[config.mk]
export PLATFORM = sky130hd
export DESIGN_NAME = multicycle_control
export DESIGN_NICKNAME = d
export VERILOG_FILES = /design/src/rtl/multicycle_control.sv
export SDC_FILE = /design/constraint.sdc
export NUM_CORES = 1
export LEC_CHECK = 0
export CORE_ASPECT_RATIO = 0.7
export CORE_MARGIN = 1.5
export CORE_UTILIZATION = 25
export DETAILED_ROUTE_END_ITERATION = 10
export GPL_TIMING_DRIVEN = 0
export SLEW_MARGIN = 20
export SYNTH_ARGS = -nofsm -noshare
export SYNTH_HDL_FRONTEND = slang
export SYNTH_SLANG_ARGS = --single-unit
[constraint.sdc]
create_clock -name clk -period 2.45 [get_ports clk]
set_input_delay 0.49 -clock clk [delete_from_list [all_inputs] [get_ports clk]]
set_output_delay 0.49 -clock clk [all_outputs]
set_load 0.1 [all_outputs]
[src/rtl/multicycle_control.sv]
// multicycle_control
//
// Finite-state controller for a shared multicycle MIPS datapath (register
// file, one ALU, unified instruction/data memory, IR and PC). One instruction
// is sequenced at a time from the opcode held in the IR, the ALU zero flag and
// a memory-ready handshake. All datapath enables and mux selects are Moore
// outputs of the current state, except ir_write/pc_en in FETCH (qualified by
// mem_ready) and pc_en in BRANCH (qualified by zero).
//
// Ports:
//   clk          in   1   system clock, rising edge
//   reset        in   1   synchronous, active-high
//   opcode       in   6   IR[31:26], examined in DECODE and MEM_ADDR
//   zero         in   1   ALU zero flag
//   mem_ready    in   1   memory completes the current access this cycle
//   pc_en        out  1   PC load enable
//   pc_source    out  2   00 ALU result, 01 ALUOut, 10 jump target
//   i_or_d       out  1   memory address: 0 PC, 1 ALUOut
//   mem_read     out  1   memory read strobe
//   mem_write    out  1   memory write strobe
//   ir_write     out  1   IR load enable
//   reg_write    out  1   register file write enable
//   reg_dst      out  1   write register: 0 rt, 1 rd
//   mem_to_reg   out  1   write data: 0 ALUOut, 1 MDR
//   alu_src_a    out  1   0 PC, 1 rs_data
//   alu_src_b    out  2   00 rt_data, 01 const 4, 10 sext imm, 11 imm<<2
//   alu_op       out  2   00 add, 01 sub, 10 funct-decoded
//   illegal_op   out  1   unsupported opcode seen in DECODE
//   state        out  4   current state encoding (debug)
//   retired      out  16  retired-instruction count, wraps

module multicycle_control (
  input  logic        clk,
  input  logic        reset,
  input  logic [5:0]  opcode,
  input  logic        zero,
  input  logic        mem_ready,
  output logic        pc_en,
  output logic [1:0]  pc_source,
  output logic        i_or_d,
  output logic        mem_read,
  output logic        mem_write,
  output logic        ir_write,
  output logic        reg_write,
  output logic        reg_dst,
  output logic        mem_to_reg,
  output logic        alu_src_a,
  output logic [1:0]  alu_src_b,
  output logic [1:0]  alu_op,
  output logic        illegal_op,
  output logic [3:0]  state,
  output logic [15:0] retired
);

  typedef enum logic [3:0] {
    FETCH     = 4'd0,
    DECODE    = 4'd1,
    MEM_ADDR  = 4'd2,
    MEM_READ  = 4'd3,
    MEM_WB    = 4'd4,
    MEM_WRITE = 4'd5,
    EXECUTE   = 4'd6,
    ALU_WB    = 4'd7,
    BRANCH    = 4'd8,
    JUMP      = 4'd9,
    ADDI_EX   = 4'd10,
    ADDI_WB   = 4'd11
  } state_t;

  localparam logic [5:0] OP_RTYPE = 6'b000000;
  localparam logic [5:0] OP_LW    = 6'b100011;
  localparam logic [5:0] OP_SW    = 6'b101011;
  localparam logic [5:0] OP_BEQ   = 6'b000100;
  localparam logic [5:0] OP_J     = 6'b000010;
  localparam logic [5:0] OP_ADDI  = 6'b001000;

  state_t      state_q;
  state_t      state_d;
  logic [15:0] retired_q;
  logic        retire;

  logic        pc_write;
  logic        pc_write_cond;
  logic [1:0]  pc_source_c;
  logic        i_or_d_c;
  logic        mem_read_c;
  logic        mem_write_c;
  logic        ir_write_c;
  logic        reg_write_c;
  logic        reg_dst_c;
  logic        mem_to_reg_c;
  logic        alu_src_a_c;
  logic [1:0]  alu_src_b_c;
  logic [1:0]  alu_op_c;
  logic        illegal_c;

  // State register and retired-instruction counter. Reset abandons any
  // instruction in flight without counting it.
  always_ff @(posedge clk) begin
    if (reset) begin
      state_q   <= FETCH;
      retired_q <= 16'd0;
    end else begin
      state_q <= state_d;
      if (retire) begin
        retired_q <= retired_q + 16'd1;
      end
    end
  end

  // Next-state and Moore output decode. 'retire' marks the final cycle of a
  // completed instruction, i.e. a transition back to FETCH from a terminal
  // state; the illegal-opcode path out of DECODE deliberately leaves it low.
  always_comb begin
    state_d       = FETCH;
    retire        = 1'b0;
    pc_write      = 1'b0;
    pc_write_cond = 1'b0;
    pc_source_c   = 2'b00;
    i_or_d_c      = 1'b0;
    mem_read_c    = 1'b0;
    mem_write_c   = 1'b0;
    ir_write_c    = 1'b0;
    reg_write_c   = 1'b0;
    reg_dst_c     = 1'b0;
    mem_to_reg_c  = 1'b0;
    alu_src_a_c   = 1'b0;
    alu_src_b_c   = 2'b00;
    alu_op_c      = 2'b00;
    illegal_c     = 1'b0;

    case (state_q)
      FETCH: begin
        mem_read_c  = 1'b1;
        alu_src_b_c = 2'b01;
        ir_write_c  = mem_ready;
        pc_write    = mem_ready;
        state_d     = mem_ready ? DECODE : FETCH;
      end
      DECODE: begin
        alu_src_b_c = 2'b11;
        case (opcode)
          OP_RTYPE:      state_d = EXECUTE;
          OP_LW, OP_SW:  state_d = MEM_ADDR;
          OP_BEQ:        state_d = BRANCH;
          OP_J:          state_d = JUMP;
          OP_ADDI:       state_d = ADDI_EX;
          default: begin
            illegal_c = 1'b1;
            state_d   = FETCH;
          end
        endcase
      end
      MEM_ADDR: begin
        alu_src_a_c = 1'b1;
        alu_src_b_c = 2'b10;
        // Only lw/sw reach here; a changed IR falls back to FETCH uncounted.
        if (opcode == OP_LW) begin
          state_d = MEM_READ;
        end else if (opcode == OP_SW) begin
          state_d = MEM_WRITE;
        end else begin
          state_d = FETCH;
        end
      end
      MEM_READ: begin
        mem_read_c = 1'b1;
        i_or_d_c   = 1'b1;
        state_d    = mem_ready ? MEM_WB : MEM_READ;
      end
      MEM_WB: begin
        reg_write_c  = 1'b1;
        mem_to_reg_c = 1'b1;
        retire       = 1'b1;
        state_d      = FETCH;
      end
      MEM_WRITE: begin
        mem_write_c = 1'b1;
        i_or_d_c    = 1'b1;
        retire      = mem_ready;
        state_d     = mem_ready ? FETCH : MEM_WRITE;
      end
      EXECUTE: begin
        alu_src_a_c = 1'b1;
        alu_op_c    = 2'b10;
        state_d     = ALU_WB;
      end
      ALU_WB: begin
        reg_write_c = 1'b1;
        reg_dst_c   = 1'b1;
        retire      = 1'b1;
        state_d     = FETCH;
      end
      BRANCH: begin
        alu_src_a_c   = 1'b1;
        alu_op_c      = 2'b01;
        pc_write_cond = 1'b1;
        pc_source_c   = 2'b01;
        retire        = 1'b1;
        state_d       = FETCH;
      end
      JUMP: begin
        pc_write    = 1'b1;
        pc_source_c = 2'b10;
        retire      = 1'b1;
        state_d     = FETCH;
      end
      ADDI_EX: begin
        alu_src_a_c = 1'b1;
        alu_src_b_c = 2'b10;
        state_d     = ADDI_WB;
      end
      ADDI_WB: begin
        reg_write_c = 1'b1;
        retire      = 1'b1;
        state_d     = FETCH;
      end
      default: begin
        state_d = FETCH;
      end
    endcase
  end

  // Every output is forced low while reset is held, so a reset arriving
  // mid-access drops the pending strobe in that very cycle.
  assign pc_en      = ~reset & (pc_write | (pc_write_cond & zero));
  assign pc_source  = reset ? 2'b00 : pc_source_c;
  assign i_or_d     = ~reset & i_or_d_c;
  assign mem_read   = ~reset & mem_read_c;
  assign mem_write  = ~reset & mem_write_c;
  assign ir_write   = ~reset & ir_write_c;
  assign reg_write  = ~reset & reg_write_c;
  assign reg_dst    = ~reset & reg_dst_c;
  assign mem_to_reg = ~reset & mem_to_reg_c;
  assign alu_src_a  = ~reset & alu_src_a_c;
  assign alu_src_b  = reset ? 2'b00 : alu_src_b_c;
  assign alu_op     = reset ? 2'b00 : alu_op_c;
  assign illegal_op = ~reset & illegal_c;
  assign state      = reset ? 4'd0 : state_q;
  assign retired    = reset ? 16'd0 : retired_q;

endmodule

== Word-level counts from Yosys, hierarchy flattened ==
Index checks and enable logic that the tools add are counted.

* Register bits after elaboration: 20
* Output and inout bits: 36
* Logic and storage cells: 70

* $add $sub $neg: 1
* Eq/ne operators: 16
* Multiplexer cells: 28
* Bitwise operators: 13
* Reductions and logical operators: 10

{| class="wikitable"
|+ Operators with widths
! operator !! number
|-
| $pmux W4 S7 || 1
|-
| $pmux W4 S5 || 1
|-
| $add A16 B1 Y16 const B || 1
|-
| $eq A4 B3 Y1 const B || 4
|-
| $eq A4 B4 Y1 const B || 4
|-
| $mux W16 || 1
|-
| $eq A6 B6 Y1 const B || 2
|-
| $mux W1 || 12
|-
| $mux W3 || 4
|-
| $and A1 B1 Y1 || 11
|-
| $eq A4 B2 Y1 const B || 2
|-
| $pmux W2 S2 || 2
|-
| $reduce_or A2 Y1 || 4
|-
| $eq A6 B2 Y1 const B || 1
|-
| $eq A6 B3 Y1 const B || 1
|-
| $eq A6 B4 Y1 const B || 1
|-
| $logic_not A6 Y1 || 1
|-
| $mux W2 || 3
|-
| $pmux W2 S3 || 1
|-
| $reduce_or A6 Y1 || 1
|-
| $reduce_or A5 Y1 || 1
|-
| $eq A4 B1 Y1 const B || 1
|-
| $logic_not A4 Y1 || 1
|-
| $mux W4 || 1
|-
| other kinds (5) || 6
|}

== Depth between registers and ports, before layout ==
Gate-level depths: netlist (run 1).

* Depth in word-level cells: 5
* Gate-level depth with buffers: 6
* Gate-level depth less buffers: 4

== Least setup slack after synthesis (run 1) ==
Ideal clock, no wire load.

* Kind: input-to-output
* Start point: input port reset
* End point: output port pc_en
* Arrival: 5.533 ns
* Slack: -3.573 ns
* Stages: 3
* Path through: clkbuf_1 -> buf_1 -> a2111oi_0

* Longest elaborated chain between the ends: 2

{| class="wikitable"
|+ RTL lines
! what !! line !! text
|-
| start: declaration || 34 || <nowiki>input logic reset,</nowiki>
|-
| $not A1 Y1 || 226 || <nowiki>assign pc_en = ~reset & (pc_write | (pc_write_cond & zero));</nowiki>
|-
| $and A1 B1 Y1 || 226 ||
|-
| end: declaration || 38 || <nowiki>output logic pc_en,</nowiki>
|}

No other way between the ends.

== Worst setup path after layout (run 1) ==
* Start point: input port opcode[4]
* End point: output port illegal_op

* Longest elaborated chain between the ends: 5
* Elaborated cells between the ends (all ways): 10

{| class="wikitable"
|+ RTL lines
! what !! line !! text
|-
| start: declaration || 35 || <nowiki>input logic [5:0] opcode,</nowiki>
|-
| $eq A6 B6 Y1, or another cell as far along || 142 || <nowiki>case (opcode)</nowiki>
|-
| $reduce_or A6 Y1 (no source line) (*) || n/a ||
|-
| $mux W1 (*) || 142 ||
|-
| $mux W1 (*) || 132 || <nowiki>case (state_q)</nowiki>
|-
| $and A1 B1 Y1 (*) || 238 || <nowiki>assign illegal_op = ~reset & illegal_c;</nowiki>
|-
| end: declaration || 50 || <nowiki>output logic illegal_op,</nowiki>
|}

Mark *: on every way between the ends. The rest lies on a longest branch, timed or not.

==> results of run 1 <==
[synthesized netlist by cell type, drive strengths merged, types with 2 or more instances]
master	number	area share (%)
nand2b	4	1.7
a211oi	2	1.0
nand3	7	2.7
o21ai	6	2.0
nor3b	3	1.5
nand4	3	1.7
or3	3	1.2
a21oi	9	3.7
dfxtp	20	27
and4	2	1.2
nand2	12	3.0
nor2b	19	7.9
nor2	21	5.2
buf	5	2.3
nor4b	2	1.2
nor4	11	4.6
and3	2	0.83
or4	2	1.0
a2bb2oi	2	1.2
nor3	11	5.0
inv	3	0.75
or3b	3	1.9
clkbuf	9	2.2
mux2	13	11
[report_power, final]
part / internal (W) / total (W) / switching [W] / leakage, nW
clock: 0.000218 / 0.000338 / 0.000120 / 0.0357
combinational: 0.0000565 / 0.000194 / 0.000138 / 0.696
sequential: 0.000327 / 0.000330 / 0.00000292 / 0.161
total: 0.000602 / 0.000862 / 0.000261 / 0.893
[area by class of cell]
type	instances	area, sq um
clock buffers	3	41.3
repair buffers	45	403
clock inverters	1	30.0
flip-flops and latches	20	400
multi-input cells	152	1280
plain buffers	13	113
fillers	607	3380
well taps	75	93.8
inverters	3	11.3
[flip-flops by register name, summed over array words and instances (netlist names)]
name	flops
state_q	4
retired_q	16
[logic make-up after synthesis]
group,after synthesis,synth area share (%)
compound gates,28,13.0
xor+xnor,2,1.16
fa+ha+maj,1,0.832
buf+inv,17,5.32
flops,20,26.6
mux,14,11.4
simple gates,107,41.7
[stage by stage]
stage / hold slack, ns / std cells / cell area (sq um) / util, %
final: 0.527 / 312 / 2370 / 41.2
after global placement: 0.504 / 309 / 2310 / 40.1
after CTS: 0.530 / 312 / 2350 / 40.9
after floorplan: 0.474 / 189 / 1760 / -
after global routing: 0.571 / 312 / 2370 / 41.2
after detailed placement: 0.515 / 309 / 2310 / 40.1
[worst max-delay path, delay by kind of cell]
family / cells / cell delay [ns]
AND/OR/NAND/NOR: 2 / 0.39
AO/OA/AOI/OAI: 1 / 0.16
buffers and inverters: 2 / 0.84
[path summary, 6_finish.rpt]
kind,start,to,slack (ns),cells after the start
setup reg to reg,state_q[0],retired_q[11],0.60,5
hold reg to reg,retired_q[1],retired_q[1],0.53,2
hold / removal,retired_q[1],retired_q[1],0.53,2
setup / recovery,opcode[4],illegal_op,0.08,5
[placed cells by master (no fill, tap or decap), drive strengths merged, types with 10 or more instances in the layout]
cell	netlist	final
clkbuf	9	10
nor3	11	11
nor2b	19	19
nor2	21	21
nand2	12	12
mux2	13	13
buf	5	28
nor4	11	11
clkdlybuf4s15	0	12
dfxtp	20	20
[layer usage]
metal | track usage, % | share of wire, % | vias up
met2 | 22.7 | 42 | 46
met4 | 3.86 | 0.75 | 0
li1 | - | - | 786
met3 | 2.78 | 5.6 | 2
met1 | 23.8 | 52 | 752
met5 | 0 | 0 | -
[timing repair]
item	4_1_cts	5_1_grt
resized for setup	185	9
pin swaps	2	1
endpoints found under the hold margin	0	0
setup endpoints to repair	43	9
==> flow_summary.toml, run 1 <==
[power_and_ir_drop]
leakage_nw = 0.893
total_power_w = 0.000862
vdd_drop_max_uv = 193
p_per_area_nw_per_um2 = 364

[setup_path]
worst-endpoint-arrival_ns = 1.88
criticalPathCategory = "input port to output pin"
slowest_stage = "sky130_fd_sc_hd__clkdlybuf4s50_1"
cp.required_ns = 1.96
worst-path-max-fanout = 4
timing.critical_path.slowest_cell_delay_ns = 0.58
cp-start-kind = "input port"
timing.critical_path.cells = "clkdlybuf4s50_1 > nor3_1 > o211a_1 > nor4bb_4 > buf_6"
worstSetupEndpointType = "output pin"

[drt]
route.detailed.drc = 0
detail_route.wirelength_um = 4780
postRouteAntennaNets = 0
drt-vias-per-instance = 5.08
dr.pass1.iters = 4
drt_first_iter_violations = 110
drt-wirelength-per-cell_um = 15.3
route.vias.total = 1586

[synthesis]
netlist_cell_types = 49
netlist_area_sq_um = 1500
count_of_yosys_warnings_during_synthesis = 0
primary_ff_master_synth = "sky130_fd_sc_hd__dfxtp_1"
synth.yosys.seq_area_share_pct = 26.6
syn_inst = 189
synth_nets = 200
yosys_register_bits = 20
synth-edff-count = 0
ys_async_sr_fraction_pct = 0
synth_area_per_cell_sq_um = 7.96

[global_route]
global_route.overflow_total = 0
wire_length_of_the_first_global_routing_pass_um = 7680
grt_max_degree = 13
initial_antenna_violation_count = 0
grt_pass1_vias = 1460
grtUsageTotal_pct = 15.7

[place]
preCtsSetupSlack_ns = -1.59
portBuffers = 45
detailed_place_hpwl_um = 3680
routabilityCongestion = 0.832

[final_layout]
num_antenna_cells = 0
num-nets-final = 249
share_of_final_layout_standard_cells_stronger_than_drive_strength_1_pct = 40.1
area_growth_syn_to_layout_pct = 57.7

[sta]
worst-slew-pin-transition_ns = 0.972
timing_hold_violations_final = 0
grt_setup_unrepaired = "no"
setup_violations = 0
setup-tns-final_ns = 0
final-max-slew-violation-count = 0
timing.final.ws_setup_ns = 0.0787
skew_ns = 0.00788
period_share_pct = 96.8
top_achievable_clock_speed_ghz = 0.422
max_slew_margin_pct = 35.5
final.min_clock_period_ns = 2.37

[clock_network]
cts_hold_buffers = 0
post_cts.repair.setup_buffers = 0
ctsRootBufferMaster = "sky130_fd_sc_hd__clkbuf_8"
clkTransAtPathRegs_ns = 0.08
cts-buffers-inserted = 3
tritoncts = "yes"
clkLatencyLatePin_ns = 0.27
number_of_levels_in_the_clock_h_tree = 1
cts_buffer_depth = 2
clock_sink_count = 20

[floorplanning]
dieWidth_um = 95.7
total_i_o_pin_count = 46
placementRows = 23
design.die.area_sq_um = 6500
die_y_um = 67.9
initial_core_util_pct = 26.1
fp.coreArea_sq_um = 5760

[run]
timing.max_cap.violations = 0

[run_status]
status = "finished, final reports clean"

[min_path]
hold_path.class = "register to register"
Note: power is estimated with default switching activity, not from simulation.
==> run 2, diff against run 1 <==
SLEW_MARGIN = 5   (was 20)
==> results of run 2 <==
No change in the layout: final DEF, timing and power equal those of run 1.
==> run 3, diff against run 2 <==
CORE_MARGIN = unset   (was 1.5)
CTS_CLUSTER_DIAMETER = 60   (was unset)
SKIP_CTS_REPAIR_TIMING = 1   (was unset)
==> run 3 against run 2 <==
  * Combinational power hardly changed
  * Total power is 8.1% lower
  * Register-to-register slack barely moved
  * Sequential power about the same
  * Count of clock-buffer cells in the layout is 1 higher
  * Utilization shrank 0.087 points
  * Critical path depth stayed put
  * Die area decreased by 2.5%
  * Critical path type is now register to output pin
  * Critical endpoint is now reg_dst
  * Largest power group is now sequential cells
  * Highest routed layer unchanged
==> flow_summary.toml, run 3 (synthesis gave the netlist of run 1 again) <==
[place]
portBuffers = 45
placement.cell_area_sq_um = 2310
routabilityCongestion = 0.845
place_inst = 309
preCtsSetupSlack_ns = -1.57
detailed_place_hpwl_um = 3460

[power_and_ir_drop]
vdd_drop_max_uv = 152
leakage_nw = 1.05
p_per_area_nw_per_um2 = 335

[final_layout]
fillCellCount = 601
layout_cells_excl_fill = 312
multiInputGateArea_sq_um = 1270
largest_registers = "retired_q: 16 flops, state_q: 4 flops"
num_antenna_cells = 0
share_of_final_layout_standard_cells_stronger_than_drive_strength_1_pct = 38.8
seqCellArea_sq_um = 400
final_area_sq_um = 2370
most-common-layout-cells = "sky130_fd_sc_hd__nor2_1, sky130_fd_sc_hd__dfxtp_1, sky130_fd_sc_hd__dlymetal6s2s_1, sky130_fd_sc_hd__nor2b_2"
num-nets-final = 249
regMostFlops = "retired_q"
flip_flop_count_of_the_largest_register_all_copies_and_words_added = 16
area_growth_syn_to_layout_pct = 57.3

[clock_network]
cts-buffers-inserted = 3
cts_buffer_depth = 2
clkLatencyLatePin_ns = 0.27
number_of_levels_in_the_clock_h_tree = 1
clock_sink_count = 20
ctsRootBufferMaster = "sky130_fd_sc_hd__clkbuf_8"
tritoncts = "yes"
clkTransAtPathRegs_ns = 0.08

[floorplanning]
total_i_o_pin_count = 46
die_y_um = 66.9
fp.coreArea_sq_um = 5760
dieWidth_um = 94.7
initial_core_util_pct = 26.1
design.die.area_sq_um = 6330
placementRows = 23

[drt]
dr_wl_met2_um = 1840
dr.pass1.iters = 4
routed.top_layer = "met4"
detail_route.wirelength_um = 4640
route.vias.total = 1579
dr_wl_met3_um = 277
drt_first_iter_violations = 52
route.detailed.drc = 0
m1WireLength_um = 2470
drt-vias-per-instance = 5.06
postRouteAntennaNets = 0
drt-wirelength-per-cell_um = 14.9

[setup_path]
cp.required_ns = 1.96
worstRegToRegCells = 6
worst_r2r_endpoint = "retired_q[11]"
worstSetupEndpointType = "output pin"
critical_path.reg2reg.startpoint = "state_q[1]"
critical_path.endpoint = "reg_dst"
worst-path-max-fanout = 10
setup.worst_path.start = "state_q[3]"
rrSetupSlack_ns = 0.61
criticalPathCategory = "register to output pin"
worst-endpoint-arrival_ns = 1.88
cp-start-kind = "register"

[min_path]
hold_path.class = "register to register"

[sta]
max_slew_margin_pct = 34.1
period_share_pct = 96.7
timing_hold_violations_final = 0
timing.hold.ws_ns = 0.532
skew_ns = 0.00350
top_achievable_clock_speed_ghz = 0.422
timing.final.ws_setup_ns = 0.0798
grt_setup_unrepaired = "no"
final.min_clock_period_ns = 2.37
final-max-slew-violation-count = 0
setup_violations = 0
worst-slew-pin-transition_ns = 0.987

[global_route]
grt_max_degree = 12
initial_antenna_violation_count = 0
grt_pass1_vias = 1521
global_route.overflow_total = 0
grtUsageTotal_pct = 16.2
wire_length_of_the_first_global_routing_pass_um = 7780

[run]
timing.max_cap.violations = 0

[run_status]
status = "finished, final reports clean"
==> run 3: changes by cell type in the layout (fill, tap and decap cells not counted), moves of 3 or more <==
cell                              before  now
sky130_fd_sc_hd__buf_6                 7   11
sky130_fd_sc_hd__dlygate4sd2_1         8    0
sky130_fd_sc_hd__dlymetal6s2s_1        1   14
sky130_fd_sc_hd__clkbuf_4              5   11
sky130_fd_sc_hd__buf_2                 8    4
sky130_fd_sc_hd__clkdlybuf4s15_1       3    0
sky130_fd_sc_hd__clkdlybuf4s15_2       9    0
sky130_fd_sc_hd__clkbuf_2              0    8
sky130_fd_sc_hd__buf_4                13    7
==> run 3: routing by layer <==
layer	vias up	track usage, %
met1	745	24.4
li1	785	-
met3	4	3.77
met5	-	0
met2	45	22.3
met4	0	4.55
==> run 3: final cells by class <==
class | count | share of cell area [%]
multi-input cells | 152 | 53.8
inverters | 3 | 0.476
plain buffers | 13 | 4.87
clock buffers | 4 | 2.33
well taps | 75 | 3.97
flip-flops and latches | 20 | 16.9
repair buffers | 45 | 17.6
==> run 3: critical path: stages, from the launching register on <==
cell and delay, ns:
sky130_fd_sc_hd__dfxtp_1 0.35, sky130_fd_sc_hd__clkbuf_4 0.20, sky130_fd_sc_hd__clkbuf_8 0.19, sky130_fd_sc_hd__nor2_1 0.24
sky130_fd_sc_hd__and3_2 0.21, sky130_fd_sc_hd__buf_2 0.42
==> run 3: through the flow <==
stage | util [%] | TNS, ns | power (W)
global route | 41.1 | 0 | 0.000828
CTS | 41.1 | -39.00 | 0.000797
finish | 41.1 | 0 | 0.000792
detailed placement | 40.1 | -41.42 | 0.000530
floorplan | - | -1.72 | 0.000475
global placement | 40.1 | -41.13 | 0.000529
==> run 3: worst min path at each step <==
stage / start / end / slack (ns) / depth (start not counted)
CTS: retired_q[1] / retired_q[1] / 0.53 / 2
global route: retired_q[15] / retired_q[15] / 0.58 / 2
finish: retired_q[1] / retired_q[1] / 0.53 / 2
floorplan: retired_q[1] / retired_q[1] / 0.47 / 2
detailed placement: retired_q[1] / retired_q[1] / 0.51 / 2
global placement: retired_q[1] / retired_q[1] / 0.50 / 2
==> run 3: power by group <==
| group | total [W] | switching (W) | internal [W] |
|---|---|---|---|
| registers | 0.000329 | 0.00000274 | 0.000327 |
| clock network | 0.000268 | 0.000124 | 0.000144 |
| logic | 0.000195 | 0.000136 | 0.0000586 |
| total | 0.000792 | 0.000263 | 0.000529 |
